`src/rtl/eth_capture_ring_ctl_if.sv`:
```
// Host/capture-path signal bundle for eth_capture_ring_ctl.
// master drives the controls; slave is the ring controller.
interface eth_capture_ring_ctl_if;
    localparam int unsigned IDX_W = 10;
    localparam int unsigned PEND_W = 11;
    localparam int unsigned TMO_W = 16;

    logic              start;
    logic              stop;
    logic              cons_wr;
    logic [IDX_W-1:0]  cons_idx;
    logic [IDX_W-1:0]  irq_thresh;
    logic [TMO_W-1:0]  irq_timeout;
    logic              irq_ack;
    logic              pkt_done;
    logic              dma_busy;
    logic              cap_enable;
    logic              cap_reset;
    logic [IDX_W-1:0]  prod_idx;
    logic [PEND_W-1:0] pending;
    logic [2:0]        state;
    logic              overrun;
    logic              cons_err;
    logic              irq;

    modport master (
        output start, stop, cons_wr, cons_idx, irq_thresh, irq_timeout,
               irq_ack, pkt_done, dma_busy,
        input  cap_enable, cap_reset, prod_idx, pending, state,
               overrun, cons_err, irq
    );

    modport slave (
        input  start, stop, cons_wr, cons_idx, irq_thresh, irq_timeout,
               irq_ack, pkt_done, dma_busy,
        output cap_enable, cap_reset, prod_idx, pending, state,
               overrun, cons_err, irq
    );
endinterface

```
`src/rtl/eth_capture_ring_ctl.sv`:
```
// Capture-path sequencer and 1024-slot packet ring tracker with coalesced irq.
// Optional irq coalescing timeout: define ETH_CAPTURE_IRQ_TIMEOUT_EN.
module eth_capture_ring_ctl #(
    parameter int unsigned HEADROOM     = 4,
    parameter int unsigned RESUME_LEVEL = 512,
    parameter int unsigned FLUSH_CYCLES = 16,
    parameter int unsigned DRAIN_CYCLES = 64
) (
    input  logic                  clk,
    input  logic                  reset,
    eth_capture_ring_ctl_if.slave bus
);
    localparam int unsigned SLOTS  = 1024;
    localparam int unsigned IDX_W  = 10;
    localparam int unsigned PEND_W = 11;
    localparam int unsigned SUM_W  = 12;
    localparam int unsigned CNT_W  = 8;

    localparam logic [PEND_W-1:0] FULL       = PEND_W'(SLOTS);
    localparam logic [PEND_W-1:0] PAUSE_LVL  = PEND_W'(SLOTS - HEADROOM);
    localparam logic [PEND_W-1:0] RESUME_LVL = PEND_W'(RESUME_LEVEL);
    localparam logic [CNT_W-1:0]  FLUSH_LAST = CNT_W'(FLUSH_CYCLES - 1);
    localparam logic [CNT_W-1:0]  DRAIN_LAST = CNT_W'(DRAIN_CYCLES - 1);

    typedef enum logic [2:0] {
        ST_IDLE  = 3'd0,
        ST_FLUSH = 3'd1,
        ST_RUN   = 3'd2,
        ST_PAUSE = 3'd3,
        ST_DRAIN = 3'd4
    } state_t;

    state_t             state_q, state_d;
    logic [CNT_W-1:0]   flush_cnt_q, drain_cnt_q;
    logic               stop_pend_q;
    logic               cap_enable_q, cap_reset_q, cap_enable_d, cap_reset_d;
    logic               enter_flush, enter_drain;
    logic [IDX_W-1:0]   prod_q, cons_q, irq_cnt_q;
    logic [PEND_W-1:0]  pend_q;
    logic               overrun_q, cons_err_q, irq_q;

    // State register
    always_ff @(posedge clk or posedge reset) begin
        if (reset) state_q <= ST_IDLE;
        else       state_q <= state_d;
    end

    // Next-state logic; stop outranks start and the pause/resume thresholds
    always_comb begin
        state_d = state_q;
        unique case (state_q)
            ST_IDLE:  if (bus.start && !bus.stop) state_d = ST_FLUSH;
            ST_FLUSH: if (flush_cnt_q == FLUSH_LAST)
                          state_d = (stop_pend_q || bus.stop) ? ST_DRAIN : ST_RUN;
            ST_RUN:   if (bus.stop)                state_d = ST_DRAIN;
                      else if (pend_q >= PAUSE_LVL) state_d = ST_PAUSE;
            ST_PAUSE: if (bus.stop)                 state_d = ST_DRAIN;
                      else if (pend_q <= RESUME_LVL) state_d = ST_RUN;
            ST_DRAIN: if (!bus.dma_busy && drain_cnt_q == DRAIN_LAST) state_d = ST_IDLE;
            default:  state_d = ST_IDLE;
        endcase
    end

    // Output decode from the next state so outputs flip on the transition edge
    always_comb begin
        cap_enable_d = 1'b0;
        cap_reset_d  = 1'b0;
        enter_flush  = 1'b0;
        enter_drain  = 1'b0;
        cap_enable_d = (state_d == ST_RUN);
        cap_reset_d  = (state_d == ST_FLUSH);
        enter_flush  = (state_q != ST_FLUSH) && (state_d == ST_FLUSH);
        enter_drain  = (state_q != ST_DRAIN) && (state_d == ST_DRAIN);
    end

    always_ff @(posedge clk or posedge reset) begin
        if (reset) begin
            cap_enable_q <= 1'b0;
            cap_reset_q  <= 1'b0;
            flush_cnt_q  <= '0;
            drain_cnt_q  <= '0;
            stop_pend_q  <= 1'b0;
        end else begin
            cap_enable_q <= cap_enable_d;
            cap_reset_q  <= cap_reset_d;
            if (enter_flush)              flush_cnt_q <= '0;
            else if (state_q == ST_FLUSH) flush_cnt_q <= flush_cnt_q + CNT_W'(1);
            if (enter_drain || bus.dma_busy) drain_cnt_q <= '0;
            else if (state_q == ST_DRAIN)    drain_cnt_q <= drain_cnt_q + CNT_W'(1);
            if (enter_flush)                         stop_pend_q <= 1'b0;
            else if (state_q == ST_FLUSH && bus.stop) stop_pend_q <= 1'b1;
        end
    end

    // Ring accounting; consumer delta is checked against pre-increment pending
    logic              pkt, cons_ok;
    logic [IDX_W-1:0]  delta, prod_d, thr, irq_cnt_d;
    logic [SUM_W-1:0]  sum;
    logic [PEND_W-1:0] pend_d;
    logic              irq_d, timer_hit;

    always_comb begin
        pkt     = bus.pkt_done && (state_q == ST_RUN || state_q == ST_PAUSE ||
                                   state_q == ST_DRAIN);
        delta   = IDX_W'(bus.cons_idx - cons_q);
        cons_ok = bus.cons_wr && (PEND_W'(delta) <= pend_q);
        sum     = SUM_W'(pend_q) + SUM_W'(pkt) - (cons_ok ? SUM_W'(delta) : SUM_W'(0));
        pend_d  = (sum > SUM_W'(FULL)) ? FULL : sum[PEND_W-1:0];
        prod_d  = pkt ? prod_q + IDX_W'(1) : prod_q;
        thr     = (bus.irq_thresh == '0) ? IDX_W'(1) : bus.irq_thresh;
        if (bus.irq_ack)  irq_cnt_d = pkt ? IDX_W'(1) : '0;
        else if (pkt)     irq_cnt_d = (irq_cnt_q == '1) ? irq_cnt_q : irq_cnt_q + IDX_W'(1);
        else              irq_cnt_d = irq_cnt_q;
        irq_d = bus.irq_ack ? 1'b0 : (irq_q || (pkt && irq_cnt_d >= thr) || timer_hit);
    end

`ifdef ETH_CAPTURE_IRQ_TIMEOUT_EN
    localparam int unsigned TMO_W = 16;
    logic [TMO_W-1:0] timer_q, timer_d;

    // Timer runs only while packets are waiting without an interrupt raised
    always_comb begin
        timer_d   = '0;
        timer_hit = 1'b0;
        if (irq_cnt_q != '0 && !irq_q && !pkt && !bus.irq_ack) begin
            timer_d   = timer_q + TMO_W'(1);
            timer_hit = (bus.irq_timeout != '0) && (timer_d == bus.irq_timeout);
        end
    end

    always_ff @(posedge clk or posedge reset) begin
        if (reset)            timer_q <= '0;
        else if (enter_flush) timer_q <= '0;
        else                  timer_q <= timer_d;
    end
`else
    logic [15:0] irq_timeout_unused;
    assign irq_timeout_unused = bus.irq_timeout;
    assign timer_hit          = 1'b0;
`endif

    always_ff @(posedge clk or posedge reset) begin
        if (reset) begin
            prod_q     <= '0;
            cons_q     <= '0;
            pend_q     <= '0;
            overrun_q  <= 1'b0;
            cons_err_q <= 1'b0;
            irq_q      <= 1'b0;
            irq_cnt_q  <= '0;
        end else if (enter_flush) begin
            prod_q     <= '0;
            cons_q     <= '0;
            pend_q     <= '0;
            overrun_q  <= 1'b0;
            cons_err_q <= 1'b0;
            irq_q      <= 1'b0;
            irq_cnt_q  <= '0;
        end else begin
            prod_q     <= prod_d;
            cons_q     <= cons_ok ? bus.cons_idx : cons_q;
            pend_q     <= pend_d;
            overrun_q  <= overrun_q || (pkt && pend_q == FULL);
            cons_err_q <= cons_err_q || (bus.cons_wr && !cons_ok);
            irq_q      <= irq_d;
            irq_cnt_q  <= irq_cnt_d;
        end
    end

    assign bus.cap_enable = cap_enable_q;
    assign bus.cap_reset  = cap_reset_q;
    assign bus.prod_idx   = prod_q;
    assign bus.pending    = pend_q;
    assign bus.state      = 3'(state_q);
    assign bus.overrun    = overrun_q;
    assign bus.cons_err   = cons_err_q;
    assign bus.irq        = irq_q;
endmodule

```
`src/flat_wrapper.sv`:
```
// flat-port wrapper written by rule: the top's interface ports become plain ports
module eth_capture_ring_ctl_flat 
#(
    parameter int unsigned HEADROOM     = 4,
    parameter int unsigned RESUME_LEVEL = 512,
    parameter int unsigned FLUSH_CYCLES = 16,
    parameter int unsigned DRAIN_CYCLES = 64
)
  (clk, reset, bus_start, bus_stop, bus_cons_wr, bus_cons_idx, bus_irq_thresh, bus_irq_timeout, bus_irq_ack, bus_pkt_done, bus_dma_busy, bus_cap_enable, bus_cap_reset, bus_prod_idx, bus_pending, bus_state, bus_overrun, bus_cons_err, bus_irq);
  eth_capture_ring_ctl_if bus_i ();
  input  logic clk;
  input  logic reset;
  input wire logic [$bits(bus_i.start)-1:0] bus_start;
  input wire logic [$bits(bus_i.stop)-1:0] bus_stop;
  input wire logic [$bits(bus_i.cons_wr)-1:0] bus_cons_wr;
  input wire logic [$bits(bus_i.cons_idx)-1:0] bus_cons_idx;
  input wire logic [$bits(bus_i.irq_thresh)-1:0] bus_irq_thresh;
  input wire logic [$bits(bus_i.irq_timeout)-1:0] bus_irq_timeout;
  input wire logic [$bits(bus_i.irq_ack)-1:0] bus_irq_ack;
  input wire logic [$bits(bus_i.pkt_done)-1:0] bus_pkt_done;
  input wire logic [$bits(bus_i.dma_busy)-1:0] bus_dma_busy;
  output wire logic [$bits(bus_i.cap_enable)-1:0] bus_cap_enable;
  output wire logic [$bits(bus_i.cap_reset)-1:0] bus_cap_reset;
  output wire logic [$bits(bus_i.prod_idx)-1:0] bus_prod_idx;
  output wire logic [$bits(bus_i.pending)-1:0] bus_pending;
  output wire logic [$bits(bus_i.state)-1:0] bus_state;
  output wire logic [$bits(bus_i.overrun)-1:0] bus_overrun;
  output wire logic [$bits(bus_i.cons_err)-1:0] bus_cons_err;
  output wire logic [$bits(bus_i.irq)-1:0] bus_irq;
  assign bus_i.start = bus_start;
  assign bus_i.stop = bus_stop;
  assign bus_i.cons_wr = bus_cons_wr;
  assign bus_i.cons_idx = bus_cons_idx;
  assign bus_i.irq_thresh = bus_irq_thresh;
  assign bus_i.irq_timeout = bus_irq_timeout;
  assign bus_i.irq_ack = bus_irq_ack;
  assign bus_i.pkt_done = bus_pkt_done;
  assign bus_i.dma_busy = bus_dma_busy;
  assign bus_cap_enable = bus_i.cap_enable;
  assign bus_cap_reset = bus_i.cap_reset;
  assign bus_prod_idx = bus_i.prod_idx;
  assign bus_pending = bus_i.pending;
  assign bus_state = bus_i.state;
  assign bus_overrun = bus_i.overrun;
  assign bus_cons_err = bus_i.cons_err;
  assign bus_irq = bus_i.irq;
  eth_capture_ring_ctl #(.HEADROOM(HEADROOM), .RESUME_LEVEL(RESUME_LEVEL), .FLUSH_CYCLES(FLUSH_CYCLES), .DRAIN_CYCLES(DRAIN_CYCLES)) u_core (.clk(clk), .reset(reset), .bus(bus_i));
endmodule
```
`config.mk`:
```
export PLATFORM = sky130hd
export DESIGN_NAME = eth_capture_ring_ctl_flat
export DESIGN_NICKNAME = d
export VERILOG_FILES = /design/src/rtl/eth_capture_ring_ctl_if.sv /design/src/rtl/eth_capture_ring_ctl.sv /design/src/flat_wrapper.sv
export SDC_FILE = /design/constraint.sdc
export NUM_CORES = 1
export LEC_CHECK = 0
export BUFFER_PORTS_ARGS = -buffer_cell sky130_fd_sc_hd__buf_2
export CORE_MARGIN = 1.5
export CORE_UTILIZATION = 45
export CTS_CLUSTER_SIZE = 8
export DETAILED_ROUTE_END_ITERATION = 7
export PLACE_DENSITY = 0.65
export SLEW_MARGIN = 5
export SYNTH_ARGS = -nofsm -noshare
export SYNTH_HDL_FRONTEND = slang
export SYNTH_SLANG_ARGS = --single-unit
```
`constraint.sdc`:
```
create_clock -name clk -period 11 [get_ports clk]
set_input_delay 3.3 -clock clk [delete_from_list [all_inputs] [get_ports clk]]
set_output_delay 3.3 -clock clk [all_outputs]
set_load 0.05 [all_outputs]
```
# == Word level (Yosys, flattened, before mapping) ==
# Index checks and enable logic that the tools add are counted.
# totals
out_inout_bits,29
input_bits,44
ff_bits,66
word_cells,97
# op_classes
magnitude_cmp,5
eq_ne,13
muxes,32
add_sub_neg,7
reduce_logical,27
# op_table
cell,n
10-bit two-way mux,10
8-bit two-way mux,4
3-bit two-way mux,8
11-bit two-way mux,2
"10-bit by 1-bit adder with 10-bit output, second input constant",2
"8-bit by 1-bit adder with 8-bit output, second input constant",2
3-bit case mux with 5 select lines,1
11-bit by 1-bit adder with 12-bit output,1
"12-bit by 11-bit greater-than comparator with 1-bit output, second input constant",1
12-bit subtractor,1
"11-bit == test, second input constant",1
"11-bit by 10-bit greater-or-equal comparator with 1-bit output, second input constant",1
10-bit by 11-bit <= comparator with 1-bit output,1
"11-bit by 10-bit <= comparator with 1-bit output, second input constant",1
"10-bit == test, second input constant",1
10-bit greater-or-equal comparator,1
1-bit logical AND,10
10-bit logical NOT,1
2-bit nonzero test,5
10-bit subtractor,1
"3-bit by 2-bit == test with 1-bit output, second input constant",3
"8-bit by 4-bit == test with 1-bit output, second input constant",1
"8-bit by 6-bit == test with 1-bit output, second input constant",1
1-bit logical OR,7
7 further kinds,17

# == Logic depth before layout (Yosys ltp) ==
# depth
depth_word,11
ltp_mapped,28
ltp_nobuf,27

# == Worst setup path before layout ==
# Ideal clock, no wire load.
# synth_timing
kind,input to register
startpoint,in bus_cons_idx[0]
endpoint,reg u_core.pend_q[0] (netlist: u_core.bus.pending[0])
n_path_buf,1
stages,28
slack_ps,2775
t_required_ps,10912
setup_time_ps,88
arrival_time_ps,8137
cell_sequence,inv_1 -> ha_1 -> fa_1 -> nor2b_1 -> o21ai_0 -> a21oi_1 -> a211oi_1 -> or4_1 -> and2_1 -> ha_1 -> nand4_1 -> o32ai_1 -> nor2_1 -> o41ai_2 -> and2_1 -> buf_2 -> nor2b_1 -> ha_1 -> inv_1 -> ha_1 -> inv_1 -> fa_1 -> nand2b_1 -> a21oi_1 -> o21ai_0 -> a211oi_1 -> a41oi_2 -> nor3b_1
# synth_via
elab_chain_cells,8
# synth_rtl
element,line,source
start: declaration,flat_wrapper.sv:16,input wire logic [$bits(bus_i.cons_idx)-1:0] bus_cons_idx;
10-bit subtractor *,eth_capture_ring_ctl.sv:105,delta = IDX_W'(bus.cons_idx - cons_q);
10-bit by 11-bit <= comparator with 1-bit output,eth_capture_ring_ctl.sv:106,cons_ok = bus.cons_wr && (PEND_W'(delta) <= pend_q);
1-bit logical AND,eth_capture_ring_ctl.sv:106,
10-bit two-way mux *,eth_capture_ring_ctl.sv:107,sum = SUM_W'(pend_q) + SUM_W'(pkt) - (cons_ok ? SUM_W'(delta) : SUM_W'(0));
12-bit subtractor *,eth_capture_ring_ctl.sv:107,
12-bit by 11-bit greater-than comparator with 1-bit output,eth_capture_ring_ctl.sv:108,pend_d = (sum > SUM_W'(FULL)) ? FULL : sum[PEND_W-1:0];
11-bit two-way mux *,eth_capture_ring_ctl.sv:108,
11-bit two-way mux *,eth_capture_ring_ctl.sv:151,end else if (enter_flush) begin
end signal: assignment,eth_capture_ring_ctl.sv:162,pend_q <= pend_d;
end: declaration,eth_capture_ring_ctl.sv:39,logic [PEND_W-1:0] pend_q;
# Every way passes the cells marked *; elsewhere a longest branch is shown, timed or not.
# A chain may end at the register's enable or synchronous reset.

# == Final worst setup path ==
# Same ends and word-level chain as after synthesis.

==> results by group <==
Worst setup path
  • CP Capture Type: flip-flop
  • Crit path DAT: 9170 ps
  • Critical path data required time: 11250 ps
  • Max stage delay cell, worst path: and2_1
  • Crit Path Category: in -> reg
  • Top Family by Delay on Critical Path: simple AND/OR/NAND/NOR gates
  • CP dominant cell by count: ha_1
  • Slowest stage delay, CP: 640 ps
  • Bufs and invs on worst path: 4
  • Crit Path Max Fanout: 20
  • Critical Path Start Type: primary input

Clocking
  • Clk_lat worst skew: 350 ps
  • Max Buffers Root-to-Sink: 2
  • Clock Sinks: 66
  • CTS Buf Count: 9
  • CTS H-tree lvls: 3
  • CTS tree: yes
  • Setup repair bufs after CTS: 0
  • Resized Gates After CTS: 0
  • Cts hold-fix bufs: 0
  • Clock Pin Slew Worst Setup and Hold Paths: 80 ps
  • Root Buffer: clkbuf_8

Routing
  • Max layer used: met4
  • Residual DRC count: 0
  • Via/cell ratio: 5.551
  • Vias: 4063
  • Met1 WL: 5056 um
  • Drt total wl: 11060 um
  • Final ANT Viol Nets: 0
  • Pre-antenna DRT Iters: 4
  • Met3 wire len: 391 um
  • Routed wire per std cell: 15.11 um
  • DRT iter0 DRCs: 174
  • Met2 Wirelength: 5483 um

Power
  • Leak pwr: 2.679 nW
  • Peak VDD IR: 0.1672 mV
  • PwrDens: 304.1 nW/um^2
  • Final total power: 1.665 mW

Yosys
  • Synth top area share: 0.3419
  • Largest area contributor in the netlist: dfrtp_1
  • Ys async rst share: 1.000
  • YS warnings: 0
  • EDFF count, synth: 0
  • Main flop type after synthesis: dfrtp_1
  • Synth Net Count: 635
  • Synth unique cells: 62
  • Synth Instances: 535
  • Flops & latches, synth: 66
  • Synth Area per Inst: 9.030 sq um
  • Main area contributors after synthesis: dfrtp_1 (34%), ha_1 (14%), xor2_1 (4.4%)
  • Synthesized area: 4831 sq um
  • Sequential-to-total area share from yosys stat: 0.3419

Die
  • Io pins: 73
  • Core area: 10370 sq um
  • Die H: 106.6 um
  • Initial Util: 0.4659
  • Die Wd: 106.6 um
  • Rows: 37
  • Die area: 11370 sq um

Global route
  • Initial antenna violation count: 0
  • GRT Overall Usage: 0.2035
  • Overflow left after global routing: 0
  • First-pass GRT wire length: 18520 um
  • Largest net degree at the start of global routing: 67
  • Vias in the first global route: 4009

Cells and area
  • Final Non-Filler Cells: 732
  • Layout cells sized above 1: 0.1628
  • Synth-to-layout area growth: 13.31%
  • Final core occ: 0.5279
  • Filler cells: 999
  • Nets: 691
  • Multi-input logic area: 2945 sq um
  • Commonest non-fill, non-tap cell in the layout: dfrtp_1
  • Final instance area: 5474 sq um
  • Most frequent cells in the layout: dfrtp_1 (66), buf_2 (56), nor2_1 (54), ha_1 (54), inv_1 (44)
  • Storage element area: 1652 sq um
  • Ant. Diodes: 0

STA
  • Final Slew Violations: 0
  • Relative slew slack: 0.3834
  • Fin. Hold Viols: 0
  • Number of setup violations in the final report: 0
  • Peak Freq: 0.1121 GHz
  • Setup_tns: 0 ps
  • Layout Skew: 5.641 ps
  • Crit path time final: 8917 ps
  • WHS: 485.9 ps
  • Worst-margin pin slew: 922.4 ps
  • RSZ-0062 raised after global routing: false
  • Setup ws final: 2083 ps
  • Post-route clock period utilization: 0.8106

Placement
  • Area after DPL: 5248 sq um
  • # port buffers: 56
  • Placed Cells: 716
  • Placer Congestion: 0.8704
  • Pre-CTS setup slack: 1770 ps
  • Final HPWL DP: 8281 um

Status
  • Run status: finished, final reports clean

Min path
  • HP Class: reg -> reg

Run
  • Max-capacitance violation count: 0
[routing by layer]
metal / vias to the layer above / global-route usage
met3: 12 / 0.04134
li1: 2040 / -
met1: 1934 / 0.2573
met2: 77 / 0.3585
met4: 0 / 0.04286
met5: - / 0
[final timing paths]
kind | from | end | slack (ps) | cells after the start
setup reg to reg | u_core.cons_q[0] | u_core.bus.pending[0] | 4770 | 26
hold / removal | u_core.flush_cnt_q[7] | u_core.flush_cnt_q[7] | 490 | 1
setup / recovery | bus_cons_idx[0] | u_core.bus.pending[0] | 2080 | 28
max in group asynchronous | reset | u_core.flush_cnt_q[2] | 7230 | 3
hold reg to reg | u_core.flush_cnt_q[7] | u_core.flush_cnt_q[7] | 490 | 1
min in group asynchronous | reset | u_core.bus.prod_idx[8] | 3200 | 3
[state kept, by name, indices dropped and copies added (netlist names)]
name / flops
u_core.bus.prod_idx: 10
u_core.flush_cnt_q: 8
u_core.cons_q: 10
u_core.bus.pending: 11
u_core.bus.cap_enable: 1
u_core.stop_pend_q: 1
u_core.bus.cons_err: 1
u_core.drain_cnt_q: 8
u_core.bus.irq: 1
u_core.irq_cnt_q: 10
u_core.bus.cap_reset: 1
u_core.bus.overrun: 1
u_core.bus.state: 3
[cell families after synthesis]
family / count (synthesis) / share of synthesized area
xor+xnor: 37 / 0.06864
simple gates: 210 / 0.2323
buf+inv: 60 / 0.04843
compound gates: 100 / 0.1482
fa+ha+maj: 56 / 0.1481
mux: 6 / 0.01243
flops: 66 / 0.3419
[cell type report]
class | instances | share of cell area
Multi-Input combinational cell | 409 | 0.5381
Clock buffer | 10 | 0.02514
Tap cell | 136 | 0.03109
Clock inverter | 6 | 0.01623
Timing Repair Buffer | 59 | 0.05531
Sequential cell | 66 | 0.3017
Inverter | 46 | 0.03246
[synth_stat cells (all sizes together) (8+ instances only)]
library cell,instances
inv,46
xor2,24
nor3,22
a21oi,22
nand2,35
o21ai,23
nand3,21
ha,54
xnor2,13
a211oi,8
nor4,8
o31ai,11
clkbuf,11
nor2,54
nand4,20
dfrtp,66
[power by group]
| group | switching, mW | internal [mW] |
|---|---|---|
| Combinational | 0.640 | 0.437 |
| Clock | 0.103 | 0.134 |
| Sequential | 0.0518 | 0.299 |
(Power assumes the default switching activity.)
